<file path="src/rtl/stump_timer.sv">
`timescale 1ns/1ps
`default_nettype none
// +----------------------------------------------------------------------------+
// | Module   : stump_timer                                                     |
// | Purpose  : Memory-mapped prescaled down-counter with interrupt for the     |
// |            Stump core bus, decoded at 0xFF00-0xFF07.                       |
// | Revision : 1.0 - initial release                                           |
// +----------------------------------------------------------------------------+
module stump_timer (
   input  logic        clk,
   input  logic        rst,
   input  logic [15:0] address,
   input  logic [15:0] wr_data,
   input  logic        mem_wen,
   input  logic        mem_ren,
   output logic [15:0] rd_data,
   output logic        sel,
   output logic        irq
);

   localparam logic [12:0] C_WINDOW     = 13'h1FE0;
   localparam logic [2:0]  C_A_CTRL     = 3'd0;
   localparam logic [2:0]  C_A_PRESCALE = 3'd1;
   localparam logic [2:0]  C_A_RELOAD   = 3'd2;
   localparam logic [2:0]  C_A_COUNT    = 3'd3;
   localparam logic [2:0]  C_A_STATUS   = 3'd4;

   logic        r_en;
   logic        r_auto;
   logic        r_irq_en;
   logic [15:0] r_prescale;
   logic [15:0] r_reload;
   logic [15:0] r_count;
   logic        r_expired;
   logic [15:0] r_pre_cnt;

   logic        w_wr;
   logic        w_rd;
   logic        w_tick;
   logic        w_expire;
   logic        w_wr_ctrl;
   logic        w_wr_prescale;
   logic        w_wr_reload;
   logic        w_wr_count;
   logic        w_wr_status;

   assign sel = (address[15:3] == C_WINDOW);

   // A simultaneous read and write strobe is a write; the read is suppressed.
   assign w_wr = sel & mem_wen;
   assign w_rd = sel & mem_ren & ~mem_wen;

   assign w_wr_ctrl     = w_wr & (address[2:0] == C_A_CTRL);
   assign w_wr_prescale = w_wr & (address[2:0] == C_A_PRESCALE);
   assign w_wr_reload   = w_wr & (address[2:0] == C_A_RELOAD);
   assign w_wr_count    = w_wr & (address[2:0] == C_A_COUNT);
   assign w_wr_status   = w_wr & (address[2:0] == C_A_STATUS);

   assign w_tick   = r_en & (r_pre_cnt == r_prescale);
   assign w_expire = w_tick & (r_count == 16'h0000);

   always_ff @(posedge clk or posedge rst) begin
      if (rst) begin
         r_pre_cnt <= 16'h0000;
      end else if (!r_en || w_tick || w_wr_count) begin
         r_pre_cnt <= 16'h0000;
      end else begin
         r_pre_cnt <= r_pre_cnt + 16'h0001;
      end
   end

   // Software writes win over the tick update of COUNT.
   always_ff @(posedge clk or posedge rst) begin
      if (rst) begin
         r_count <= 16'h0000;
      end else if (w_wr_count) begin
         r_count <= wr_data;
      end else if (w_tick) begin
         if (r_count != 16'h0000) begin
            r_count <= r_count - 16'h0001;
         end else if (r_auto) begin
            r_count <= r_reload;
         end
      end
   end

   always_ff @(posedge clk or posedge rst) begin
      if (rst) begin
         r_en     <= 1'b0;
         r_auto   <= 1'b0;
         r_irq_en <= 1'b0;
      end else if (w_wr_ctrl) begin
         r_en     <= wr_data[0];
         r_auto   <= wr_data[1];
         r_irq_en <= wr_data[2];
      end else if (w_expire && !r_auto) begin
         r_en     <= 1'b0;
      end
   end

   always_ff @(posedge clk or posedge rst) begin
      if (rst) begin
         r_prescale <= 16'h0000;
         r_reload   <= 16'h0000;
      end else begin
         if (w_wr_prescale) begin
            r_prescale <= wr_data;
         end
         if (w_wr_reload) begin
            r_reload <= wr_data;
         end
      end
   end

   // Hardware expiry beats a same-cycle write-1-to-clear.
   always_ff @(posedge clk or posedge rst) begin
      if (rst) begin
         r_expired <= 1'b0;
      end else if (w_expire) begin
         r_expired <= 1'b1;
      end else if (w_wr_status && wr_data[0]) begin
         r_expired <= 1'b0;
      end
   end

   always_comb begin
      rd_data = 16'h0000;
      if (w_rd) begin
         case (address[2:0])
            C_A_CTRL:     rd_data = {13'h0000, r_irq_en, r_auto, r_en};
            C_A_PRESCALE: rd_data = r_prescale;
            C_A_RELOAD:   rd_data = r_reload;
            C_A_COUNT:    rd_data = r_count;
            C_A_STATUS:   rd_data = {15'h0000, r_expired};
            default:      rd_data = 16'h0000;
         endcase
      end
   end

   assign irq = r_expired & r_irq_en;

endmodule
`default_nettype wire

</file>
<file path="config.mk">
export PLATFORM = sky130hd
export DESIGN_NAME = stump_timer
export DESIGN_NICKNAME = d
export VERILOG_FILES = /design/src/rtl/stump_timer.sv
export SDC_FILE = /design/constraint.sdc
export NUM_CORES = 1
export LEC_CHECK = 0
export CAP_MARGIN = 0
export CORE_MARGIN = 4
export CORE_UTILIZATION = 26
export DETAILED_ROUTE_END_ITERATION = 10
export SLEW_MARGIN = 20
export SYNTH_ARGS = -nofsm -noshare
export SYNTH_HDL_FRONTEND = slang
export SYNTH_SLANG_ARGS = --single-unit
export TNS_END_PERCENT = 10
</file>
<file path="constraint.sdc">
create_clock -name clk -period 6.6 [get_ports clk]
set_input_delay 1.65 -clock clk [delete_from_list [all_inputs] [get_ports clk]]
set_output_delay 1.65 -clock clk [all_outputs]
set_load 0.05 [all_outputs]
</file>
==> Yosys cells after proc, flatten, opt, wreduce, memory -nomap -nowiden <==
Index checks and enable logic that the tools add are counted.
{ "totals": {"register_bits": 68, "latch_bits": 0, "mem_bits_rw": 0, "rom_bits": 0, "in_bits": 36, "mem_count": 0} }
{ "classes": {"addsub": 2, "n_mul": 0, "div_mod_pow": 0, "order_cmp": 0, "eq_ne": 6, "shift": 0, "muxes": 11, "bitwise": 12, "n_reduce_logical": 14} }
{ "ops": {"columns": ["operator", "n"], "rows": [
  ["two-way mux 16 bit", 6],
  ["case mux 16 bit (5 select lines)", 1],
  ["adder 16 x 1 -> 16 bit, second input constant", 1],
  ["equality test 16 bit", 1],
  ["logical NOT 16 bit", 1],
  ["nonzero test 16 bit", 1],
  ["subtractor 16 x 1 -> 16 bit, second input constant", 1],
  ["equality test 13 bit, second input constant", 1],
  ["bitwise AND 1 bit", 11],
  ["equality test 3 x 2 -> 1 bit, second input constant", 2],
  ["nonzero test 2 bit", 3],
  ["two-way mux 1 bit", 4],
  ["equality test 3 x 1 -> 1 bit, second input constant", 1],
  ["equality test 3 bit, second input constant", 1],
  ["logical NOT 3 bit", 1],
  ["nonzero test 3 bit", 1],
  ["logical AND 1 bit", 2],
  ["logical NOT 1 bit", 2],
  ["logical OR 1 bit", 2],
  ["AND reduction 2 bit", 1],
  ["inverter 1 bit", 1]
]} }

==> Longest topological paths before layout <==
Gate-level depths: netlist (run 1).
{ "depth": {"depth_word": 6, "mapped_depth": 9} }

==> Worst setup path before layout (run 1) <==
OpenSTA, ideal clock, no wires.
{ "synth_timing": {"kind": "in2out", "from": "input port address[4]", "to": "output port rd_data[10]", "t_arrival_ns": 3.873, "required_time_ns": 4.950, "setup_slack_ns": 1.077, "cell_stages": 8, "cell_sequence": "nor4_1 > nand3_1 > inv_1 > nand3_1 > or2_2 > clkbuf_1 > clkbuf_1 > nor2_1"} }
{ "synth_between": {"elab_chain_cells": 4} }
{ "synth_lines": {"columns": ["item", "line_no", "text"], "rows": [
  ["from (decl)", "12", "input logic [15:0] address,"],
  ["equality test 13 bit", "47", "assign sel = (address[15:3] == C_WINDOW);"],
  ["net sel", "17", "output logic sel,"],
  ["bitwise AND 1 bit (2 in a row)", "51", "assign w_rd = sel & mem_ren & ~mem_wen;"],
  ["two-way mux 16 bit", "128", "if (w_rd) begin"],
  ["to (decl)", "16", "output logic [15:0] rd_data,"]
]} }
The timed path passes the listed nets, and every way through them passes these cells.

==> Worst setup path in the final report (run 1) <==
{ "layout_timing": {"from": "input port address[4]", "to": "output port rd_data[1]"} }
{ "layout_between": {"elab_chain_cells": 4} }
{ "layout_lines": {"columns": ["item", "line_no"], "rows": [
  ["equality test 13 bit", "47"],
  ["bitwise AND 1 bit (2 in a row)", "51"],
  ["two-way mux 16 bit", "128"]
]} }
Every way passes these cells.

==> results.cfg, run 1 <==
[worst_setup_path]
cpPeakStageDelay_ns = 0.82
crit_type = in -> out
worstPathRequired_ns = 4.95
rr_startpoint = r_pre_cnt[2]
reg2reg_setup_slack_ns = 3.61
regToRegEndpoint = r_count[1]
critPathMaxFanout = 15
reg2regPathDepth = 6
start_kind = input port
cp-end-kind = primary output
path_cells = clkdlybuf4s50_1 -> nor4_1 -> nand3_1 -> inv_1 -> nand3_1 -> or2_2 -> nor2b_1 -> clkdlybuf4s50_1
crit_path_top_delay_cell = clkdlybuf4s50_1
worstPathArrival_ns = 4.31

[grt]
grt_use_met2_pct = 21.6
grt_busiest_layer = met2
overflow = 0
grt_pass1_vias = 3329
grt_max_degree = 69
track_usage_pct = 13.5
grt_pass1_wl_um = 17800
grt_use_met3_pct = 2.72
grt_util_met1_pct = 18.1
antenna_found_initial = 0

[detailed_routing]
drc = 0
drtIter0Drc = 202
ant_nets = 0
vias_per_cell = 5.20
wirelength_um = 11100
wl_per_cell_um = 18.1
vias = 3192
drtPass1Iterations = 4

[die]
start_util_pct = 26.8
rows = 44
core_sq_um = 14600
die_area_sq_um = 17100
io_pins = 54
die_x_um = 131
die_h_um = 131

[sta]
fin_setup_tns_ns = 0
clock_skew_ns = 0.00467
hold_violations = 0
final.min_clock_period_ns = 5.96
hold_ws_ns = 0.517
relSlewSlack_pct = 31.3
rsz0062_at_grt = false
min_period_over_period_pct = 90.3
setup_viol = 0
fmax_mhz = 168
fin_ws_ns = 0.637
slew_violations = 0
worstMarginPinSlew_ns = 1.03

[power_and_ir_drop]
p_total_mw = 0.898
p_int_mw = 0.693
p_seq_share_pct = 46.5
leakage_nw = 2.21
power_frac_comb_pct = 5.4
ir_drop_mv = 0.108
netSwitchingFraction_pct = 22.8
clockPowerShare_pct = 48.1
power.net_switching_mw = 0.205
p_per_area_nw_per_um2 = 184

[placement]
gp_congestion = 0.857
io_buffers = 53
dpl.hpwl_um = 7860
dp_slack_ns = 0.632
placedCellCount = 597
place_area_sq_um = 4600

[job]
maxCapViolations = 0

[clock_tree]
insertion_delay_ns = 0.33
cts_made_buffers = 9
cts_tree = done
cts_hold_buffers = 0
htreeDepth = 3
cts.sinks = 68
post_cts_resized = 0
cts_root_buffer = clkbuf_16
clk_path_buf_depth = 2
cts_setup_buffers = 0
clk_pin_slew_worst_paths_ns = 0.06

[worst_hold_path]
min_from = r_irq_en
hold_end = r_irq_en
worstHoldPathType = reg -> reg
whs_path_depth = 1

[layout]
fin_cells = 614
final_core_util_pct = 33.4
final_area_sq_um = 4890
antenna_cells = 0
drive_gt1_share_pct = 21.9
syn_to_final_growth_pct = 24.7
nNetsFinal = 464

[synthesis]
ys.flop_type = dfrtp_1
synth_largest_area_cell = dfrtp_1
syn_area_sq_um = 3920
synth-seq-area-share_pct = 43.4
syn_nets = 413
yosys-top-cells-area = dfrtp_1 (43%), mux2_2 (14%), xor2_1 (5.8%)
syn_avg_cell_area_sq_um = 10.5
synth_common_cells = dfrtp_1 (68), mux2_2 (47), nor2_1 (44)
synth_most_common_cell = dfrtp_1
ys_ff_latch = 68
synthArstFlopShare_pct = 100
synth_top_area_share_pct = 43.4
synth_edf_count = 0
ys_warn_count = 0
syn-instance-count = 374
synth.distinct_cells = 45

[run_status]
status = finished, final reports clean
-- metal layers --
| metal | wire length (um) | vias to the layer above | part of all wire [%] |
|---|---|---|---|
| li1 | - | 1492 | - |
| met1 | 5030 | 1576 | 45 |
| met2 | 5200 | 110 | 47 |
| met3 | 680 | 14 | 6.1 |
| met4 | 173 | 0 | 1.6 |
| met5 | 0 | - | 0 |
-- logic make-up after synthesis --
family,count (synthesis),synth area share (%)
AOI/OAI and AO/OA,65,12.5
xor gates and xnor gates,35,7.82
adders and majority gates,3,0.958
buffers and inverters,27,3.03
DFF,68,43.4
muxes,50,15.2
and+or+nand+nor,126,17.1
-- layout by cell type (no fill, tap or decap), types with 4 or more instances in the layout --
master	synthesis	layout
o21ai_0	9	9
nor2b_1	5	5
nor4_1	7	6
a21oi_1	8	8
a211oi_1	11	11
mux2_2	47	47
and3_1	6	6
clkinv_2	0	4
nor2_1	44	44
or3_1	6	6
nor3_1	4	4
clkdlybuf4s50_1	0	40
a221o_1	14	14
a22oi_1	17	17
clkbuf_16	0	9
xnor2_1	9	9
dfrtp_1	68	68
xor2_1	26	26
nand4_1	6	6
inv_1	7	6
buf_4	2	19
nand2_1	16	16
nand3_1	15	15
-- worst max-delay path by stage --
stage | to | slack [ns] | start
floorplan | rd_data[10] | 1.08 | address[4]
global placement | rd_data[1] | 0.70 | address[4]
detailed placement | rd_data[1] | 0.63 | address[4]
CTS | rd_data[1] | 0.62 | address[4]
global route | rd_data[1] | 0.51 | address[4]
finish | rd_data[1] | 0.64 | address[4]
-- power by group through the flow --
stage               registers, mW  clock network [mW]  logic [mW]
finish                      0.417               0.432      0.0485
global route                0.417               0.461      0.0531
CTS                         0.417               0.442      0.0493
detailed placement          0.425                   0      0.0491
global placement            0.425                   0      0.0484
floorplan                   0.425                   0      0.0161
-- worst max-delay path: cells and delay by family --
family	cells	cell delay (ns)
and+or+nand+nor	5	1.32
buffers and inverters	3	1.33
-- sequential cells by signal (all words and copies together), names as in the netlist --
| name | cells |
|---|---|
| r_count | 16 |
| r_pre_cnt | 16 |
| r_prescale | 16 |
| r_reload | 16 |
| r_auto | 1 |
| r_en | 1 |
| r_expired | 1 |
| r_irq_en | 1 |
-- area by class of cell --
class                      count  area (sq um)
fill                        1515          9760
multi-input combinational    279          2100
sequential                    68          1700
timing repair buffer          60           554
tap                          184           230
clock buffer                   9           225
clock inverter                 7          43.8
inverter                       7          26.3
(Power assumes the default switching activity.)
==> inputs of run 2 (changes only) <==
Settings changed: ABC_AREA set to 1, CORE_UTILIZATION 26 to 45, PLACE_DENSITY set to 0.67.
==> results.cfg, run 2 <==
[layout]
drive_gt1_share_pct = 6.26
antenna_cells = 0
multiInputGateArea_sq_um = 2420
regArea_sq_um = 1700
nFillCells = 1000
mostFrequentLayoutCells = nand2_1 (266), inv_1 (83), dfrtp_1 (68), nor2_1 (64), nand3_1 (58)
final_common_cell = nand2_1
nNetsFinal = 785
syn_to_final_growth_pct = 19.8

[worst_setup_path]
crit_type = in -> out
critPathMaxFanout = 16
worstPathRequired_ns = 4.95
worstPathArrival_ns = 4.31
cp-end-kind = primary output
start_kind = input port

[synthesis]
synth_largest_area_cell = dfrtp_1
synth_common_cells = nand2_1 (266), inv_1 (84), dfrtp_1 (68)
syn_avg_cell_area_sq_um = 6.54
syn_area_sq_um = 4540
synth.distinct_cells = 37
yosys-top-cells-area = dfrtp_1 (37%), nand2_1 (22%), inv_1 (6.9%)
syn_nets = 734
syn-instance-count = 695
synth_edf_count = 0
ys.flop_type = dfrtp_1
synth-seq-area-share_pct = 37.5
synth_top_area_share_pct = 37.5
synth_most_common_cell = nand2_1
synthArstFlopShare_pct = 100
ys_warn_count = 0
ys_ff_latch = 68

[power_and_ir_drop]
p_per_area_nw_per_um2 = 164
leakage_nw = 2.77
ir_drop_mv = 0.163

[clock_tree]
htreeDepth = 3
insertion_delay_ns = 0.35
cts_root_buffer = clkbuf_8
cts.sinks = 68
cts_setup_buffers = 0
clk_pin_slew_worst_paths_ns = 0.07
clk_path_buf_depth = 2
cts_tree = done
cts_made_buffers = 9
cts_hold_buffers = 0
post_cts_resized = 0

[worst_hold_path]
worstHoldPathType = reg -> reg

[job]
maxCapViolations = 0

[run_status]
status = finished, final reports clean

[sta]
setup_viol = 0
slew_violations = 0
relSlewSlack_pct = 44.6
hold_violations = 0
final.min_clock_period_ns = 5.96
hold_ws_ns = 0.523
worstMarginPinSlew_ns = 0.829
min_period_over_period_pct = 90.3
clock_skew_ns = 0.00554
rsz0062_at_grt = false
fmax_mhz = 168
fin_setup_tns_ns = 0

[placement]
io_buffers = 53
gp_congestion = 0.957
dpl.hpwl_um = 10000

[detailed_routing]
ant_nets = 0
vias = 4574
wirelength_um = 13100
drtIter0Drc = 411
drtPass1Iterations = 5
vias_per_cell = 5.17
wl_per_cell_um = 14.9
drc = 0

[grt]
antenna_found_initial = 0
track_usage_pct = 23.2
grt_pass1_vias = 4266
grt_max_degree = 47
grt_pass1_wl_um = 21200
overflow = 0

[die]
die_x_um = 108
die_h_um = 108
core_sq_um = 9820
die_area_sq_um = 11800
start_util_pct = 46.3
io_pins = 54
rows = 36
==> run 2: final cells by class <==
type,instances,share of cell area (%)
inverter,90,6.23
clock buffer,10,2.53
tap,133,3.06
sequential,68,31.3
clock inverter,6,2.05
multi-input combinational,519,44.4
timing repair buffer,58,10.4
==> run 2: cell families after synthesis <==
logic type	synth area share (%)
buf+inv	9.28
simple gates	42.0
fa+ha+maj	0.827
flops	37.5
compound gates	8.35
xor+xnor	2.12
==> run 2: layer usage <==
metal / vias to the layer above / GRT usage [%] / share of wire [%]
met5: - / 0 / 0
li1: 2313 / - / -
met4: 0 / 7.57 / 2.2
met3: 26 / 5.37 / 6.1
met1: 2103 / 31.6 / 45
met2: 132 / 36.4 / 46
==> run 2: power by group <==
part           internal, mW  total, mW  leakage, nW  switching (mW)
sequential            0.416      0.417        0.945       0.0000802
clock                 0.261      0.425        0.122           0.164
combinational        0.0235     0.0528         1.70          0.0293
==> run 2: stage by stage <==
step	power [mW]	cells	setup slack (ns)	area [sq um]	utilization, %
6_report	0.894	884	0.641	5440	55.4
5_1_grt	0.928	884	0.480	5440	55.4
4_1_cts	0.904	884	0.630	5440	55.4
3_5_place_dp	0.477	868	0.632	5190	52.9
3_3_place_gp	0.477	868	0.685	5190	52.9
2_1_floorplan	0.444	695	0.894	4540	-
==> run 2: critical path, stage by stage <==
cell             delay [ns]
clkdlybuf4s50_1        0.51
nand3_1                0.08
nand3b_1               0.17
nor2_1                 0.17
nand3_1                0.45
a31oi_1                0.41
clkdlybuf4s50_1        0.86
==> run 2: final timing paths <==
path,startpoint,endpoint,slack [ns],depth (start not counted)
worst max register to register,r_count[0],r_count[1],4.39,11
max in group asynchronous,rst,r_reload[11],3.97,3
min in group asynchronous,rst,r_pre_cnt[1],1.64,2
worst min-delay path,r_reload[10],r_reload[10],0.52,2
worst min register to register,r_reload[10],r_reload[10],0.52,2
worst max-delay path,address[15],rd_data[7],0.64,7
